===== config.mk =====
export PLATFORM = sky130hd
export DESIGN_NAME = cpu_controller
export DESIGN_NICKNAME = d
export VERILOG_FILES = /design/src/rtl/ctrl_pkg.sv /design/src/rtl/controller_branch_eval.sv /design/src/rtl/cpu_controller.sv
export SDC_FILE = /design/constraint.sdc
export NUM_CORES = 1
export LEC_CHECK = 0
export ABC_CLOCK_PERIOD_IN_PS = 1400
export CORE_AREA = 3 3 40 42
export CTS_BUF_LIST = sky130_fd_sc_hd__clkbuf_4 sky130_fd_sc_hd__clkbuf_8
export DETAILED_ROUTE_END_ITERATION = 7
export DIE_AREA = 0 0 43 45
export HOLD_SLACK_MARGIN = 0.03
export PLACE_DENSITY = 0.47
export SKIP_CTS_REPAIR_TIMING = 1
export SLEW_MARGIN = 20
export SYNTH_ARGS = -nofsm -noshare
export SYNTH_HDL_FRONTEND = slang
export SYNTH_SLANG_ARGS = --single-unit

===== constraint.sdc =====
create_clock -name clk_i -period 1.4 [get_ports clk_i]
set_input_delay 0.42 -clock clk_i [delete_from_list [all_inputs] [get_ports clk_i]]
set_output_delay 0.42 -clock clk_i [all_outputs]
set_load 0.05 [all_outputs]

===== src/rtl/ctrl_pkg.sv =====
// Shared ISA constants and control-word type for the 8-bit processor decoder.
package ctrl_pkg;

    localparam logic [3:0] OP_ST  = 4'b0000;
    localparam logic [3:0] OP_LDI = 4'b0001;
    localparam logic [3:0] OP_LD  = 4'b0010;
    localparam logic [3:0] OP_JE  = 4'b0011;
    localparam logic [3:0] OP_JMP = 4'b0100;
    localparam logic [3:0] OP_JNE = 4'b0101;
    localparam logic [3:0] OP_JC  = 4'b0110;
    localparam logic [3:0] OP_ADD = 4'b1000;
    localparam logic [3:0] OP_SUB = 4'b1001;
    localparam logic [3:0] OP_INC = 4'b1010;
    localparam logic [3:0] OP_DEC = 4'b1011;
    localparam logic [3:0] OP_NOP = 4'b1111;

    localparam logic [2:0] ALU_ADD = 3'b000;
    localparam logic [2:0] ALU_SUB = 3'b001;
    localparam logic [2:0] ALU_INC = 3'b010;
    localparam logic [2:0] ALU_DEC = 3'b011;

    typedef struct packed {
        logic [2:0] alu_op;
        logic       en_jmp;
        logic       we_mem;
        logic       ld_mem;
        logic       we_reg;
        logic       en_immediate;
    } ctrl_t;

endpackage


===== src/rtl/controller_branch_eval.sv =====
// Raw jump condition from opcode and ALU flags; zero for every non-branch opcode.
module controller_branch_eval
    import ctrl_pkg::*;
(
    input  logic [3:0] opcode,
    input  logic       flag_carry,
    input  logic       flag_zero,
    output logic       jmp_cond
);

    always_comb begin
        jmp_cond = 1'b0;
        case (opcode)
            OP_JE:   jmp_cond = flag_zero;
            OP_JMP:  jmp_cond = 1'b1;
            OP_JNE:  jmp_cond = ~flag_zero;
            OP_JC:   jmp_cond = flag_carry;
            default: jmp_cond = 1'b0;
        endcase
    end

endmodule


===== src/rtl/cpu_controller.sv =====
// Combinational opcode decoder; all strobes gated by a run register cleared on reset.
module cpu_controller
    import ctrl_pkg::*;
(
    input  logic       clk_i,
    input  logic       rst_i,
    input  logic [3:0] opcode_i,
    input  logic       flag_carry,
    input  logic       flag_zero,
    output logic [2:0] alu_op_o,
    output logic       en_jmp_o,
    output logic       we_mem_o,
    output logic       ld_mem_o,
    output logic       we_reg_o,
    output logic       en_immediate_o
);

    logic  run_d;
    logic  run_q;
    logic  jmp_cond;
    ctrl_t dec;
    ctrl_t gated;

    controller_branch_eval u_branch_eval (
        .opcode     (opcode_i),
        .flag_carry (flag_carry),
        .flag_zero  (flag_zero),
        .jmp_cond   (jmp_cond)
    );

    always_comb begin
        dec        = '0;
        dec.en_jmp = jmp_cond;
        case (opcode_i)
            OP_ST:  dec.we_mem = 1'b1;
            OP_LDI: begin
                dec.we_reg       = 1'b1;
                dec.en_immediate = 1'b1;
            end
            OP_LD: begin
                dec.ld_mem = 1'b1;
                dec.we_reg = 1'b1;
            end
            OP_ADD: begin
                dec.alu_op = ALU_ADD;
                dec.we_reg = 1'b1;
            end
            OP_SUB: begin
                dec.alu_op = ALU_SUB;
                dec.we_reg = 1'b1;
            end
            OP_INC: begin
                dec.alu_op = ALU_INC;
                dec.we_reg = 1'b1;
            end
            OP_DEC: begin
                dec.alu_op = ALU_DEC;
                dec.we_reg = 1'b1;
            end
            // Jumps, NOP and unassigned opcodes leave only the branch-eval result.
            default: ;
        endcase
    end

    always_comb begin
        run_d = 1'b1;
    end

    always_ff @(posedge clk_i) begin
        if (rst_i) run_q <= 1'b0;
        else       run_q <= run_d;
    end

    always_comb begin
        gated = run_q ? dec : '0;
    end

    assign alu_op_o       = gated.alu_op;
    assign en_jmp_o       = gated.en_jmp;
    assign we_mem_o       = gated.we_mem;
    assign ld_mem_o       = gated.ld_mem;
    assign we_reg_o       = gated.we_reg;
    assign en_immediate_o = gated.en_immediate;

endmodule


==> flow_metrics.env <==
export IMPL_grtUsageTotal_pct=5.648
export IMPL_endpoint="en_jmp_o"
export IMPL_syn_num_nets=28
export IMPL_path_cells="buf_8 > buf_4 > nand4b_1 > a21oi_4 > buf_12"
export IMPL_ios=16
export IMPL_top_register="run_q"
export IMPL_dpl_instance_area_sq_um=456.7
export IMPL_ys_ff_latch=1
export IMPL_ir_worst_vdd_mv=0.2101
export IMPL_synthAdderAreaFrac_pct=0
export IMPL_overflow=0
export IMPL_setup_viol=7
export IMPL_regArea_sq_um=20.02
export IMPL_syn_inst=20
export IMPL_rsz0062_at_grt="true"
export IMPL_synthMuxAreaShare_pct=0
export IMPL_slew_viol_final=0
export IMPL_start_util_pct=12.56
export IMPL_critPathSlowestCell="nand4b_1"
export IMPL_synth_compound_area_share_pct=16.28
export IMPL_p_leak_nw=0.2282
export IMPL_hpwlAfterDp_um=458.6
export IMPL_antenna_found_initial=0
export IMPL_hold_viol_final=0
export IMPL_n_fill_cell=134
export IMPL_cp_depth=5
export IMPL_cp_top_family="buffers and inverters"
export IMPL_vias_per_cell=4.037
export IMPL_maxCapViolations=0
export IMPL_max_freq_mhz=628.5
export IMPL_routabilityCongestion=0.6948
export IMPL_synth_xor_area_share_pct=5.426
export IMPL_cts_clk_slew_worst_paths_ns=0
export IMPL_worstSetupEndpointType="output pin"
export IMPL_stdcell_count=54
export IMPL_outcome="finished, violations left"
export IMPL_port_buffers=14
export IMPL_syn_to_final_growth_pct=204.7
export IMPL_detailedPlace_worstSlack_ns=-0.6277
export IMPL_fp_coreArea_sq_um=1285
export IMPL_synth_top_family_by_area="simple AND/OR/NAND/NOR gates"
export IMPL_ys_seq_area_share_pct=12.40
export IMPL_multiInputGateArea_sq_um=185.2
export IMPL_routed_wl_um=594
export IMPL_drtIter0Drc=0
export IMPL_worstPathArrival_ns=1.17
export IMPL_cp_startpoint="opcode_i[2]"
export IMPL_power_density_nw_per_um2=333.1
export IMPL_critPathKind="in -> out"
export IMPL_drive_above_1_share_pct=76.92
export IMPL_synth_warnings=0
export IMPL_largest_reg_flops=1
export IMPL_finalSetupTns_ns=-1.039
export IMPL_violations="setup timing"
export IMPL_cp_start_kind="primary input"
export IMPL_rows=13
export IMPL_reg_top3="run_q: 1 flops"
export IMPL_fin_nets=49
export IMPL_dp_cells=51
export IMPL_crit_buf_inv=3
export IMPL_num_vias=218
export IMPL_fp_dieH_um=45
export IMPL_ant_nets=0
export IMPL_die_area_sq_um=1935
export IMPL_setup_ws_ns=-0.1911
export IMPL_die_w_um=43
export IMPL_fin_area_sq_um=491.7
export IMPL_grt_pass1_vias=200
export IMPL_utilization_pct=38.27
export IMPL_cp_data_required_time_ns=0.98
export IMPL_period_share_pct=113.6
export IMPL_syn_area_sq_um=161.4
export IMPL_first_pass_iters=1
export IMPL_timing_hold_ws_ns=0.8977
export IMPL_path_max_fanout=2
export IMPL_synth_cell_types=19
export IMPL_avgSynthCellArea_sq_um=8.070
export IMPL_grt_max_degree=8
export IMPL_finalPower_uw=163.8
export IMPL_antenna_cells=0
export IMPL_grt_pass1_wl_um=876
export IMPL_finalCriticalPeriod_ns=1.591
export IMPL_yosys_area_share_simple_pct=51.94
export IMPL_drc_errors=0
export IMPL_min_path_type="in -> reg"
export IMPL_critPathMaxStageDelay_ns=0.21
export IMPL_wire_per_inst_um=11.00
## how the worst min path moves through the flow
stage	start	end	slack [ns]	depth (start not counted)
final	rst_i	run_q	0.90	2
after CTS	rst_i	run_q	0.90	2
after global placement	rst_i	run_q	0.89	2
after global routing	rst_i	run_q	0.93	2
after detailed placement	rst_i	run_q	0.90	2
after floorplan	rst_i	run_q	0.48	1
## power breakdown
part           switching, mW  internal [mW]  leakage [nW]  total, mW
registers           0.000666         0.0307       0.00844     0.0313
clock network              0              0             0          0
logic                 0.0642         0.0683         0.220      0.132
total                 0.0649         0.0989         0.228      0.164
## placed cells by master (no fill, tap or decap), types with 2 or more instances in the layout
cell	n
buf_4	7
buf_12	7
nor2b_4	2
nor3b_4	2
dlymetal6s2s_1	2
clkbuf_2	2
## area by class of cell
cell class	instances	share of cell area (%)
tap	15	3.817
multi-input combinational	16	37.66
sequential	1	4.071
inverter	1	0.7634
timing repair buffer	21	53.69
## routing by layer
layer,share of wire (%),vias to the layer above,GRT usage [%]
li1,-,104,-
met1,34,99,7.656
met2,53,15,9.581
met3,13,0,1.594
met4,0,0,0
met5,0,-,0
## synthesized netlist by cell type (all sizes together)
library cell | instances | area (sq um)
xor2 | 1 | 8.760
or2b | 1 | 7.510
nor3b | 2 | 20.02
nand2b | 1 | 8.760
o21a | 1 | 7.510
and3 | 2 | 13.77
nand4b | 1 | 8.760
conb | 1 | 3.750
o21ai | 1 | 5.000
dfxtp | 1 | 20.02
nor2b | 2 | 20.02
inv | 1 | 3.750
a21oi | 2 | 13.76
nor3 | 1 | 5.000
buf | 2 | 15.01
## cells by family (layout without fill, tap and decap cells)
kind of cell | after synthesis | count (layout)
compound gates | 4 | 4
xor+xnor | 1 | 1
buf+inv | 3 | 22
flops | 1 | 1
other cells | 1 | 1
simple gates | 10 | 10
Power figures use the tool's default switching activity.
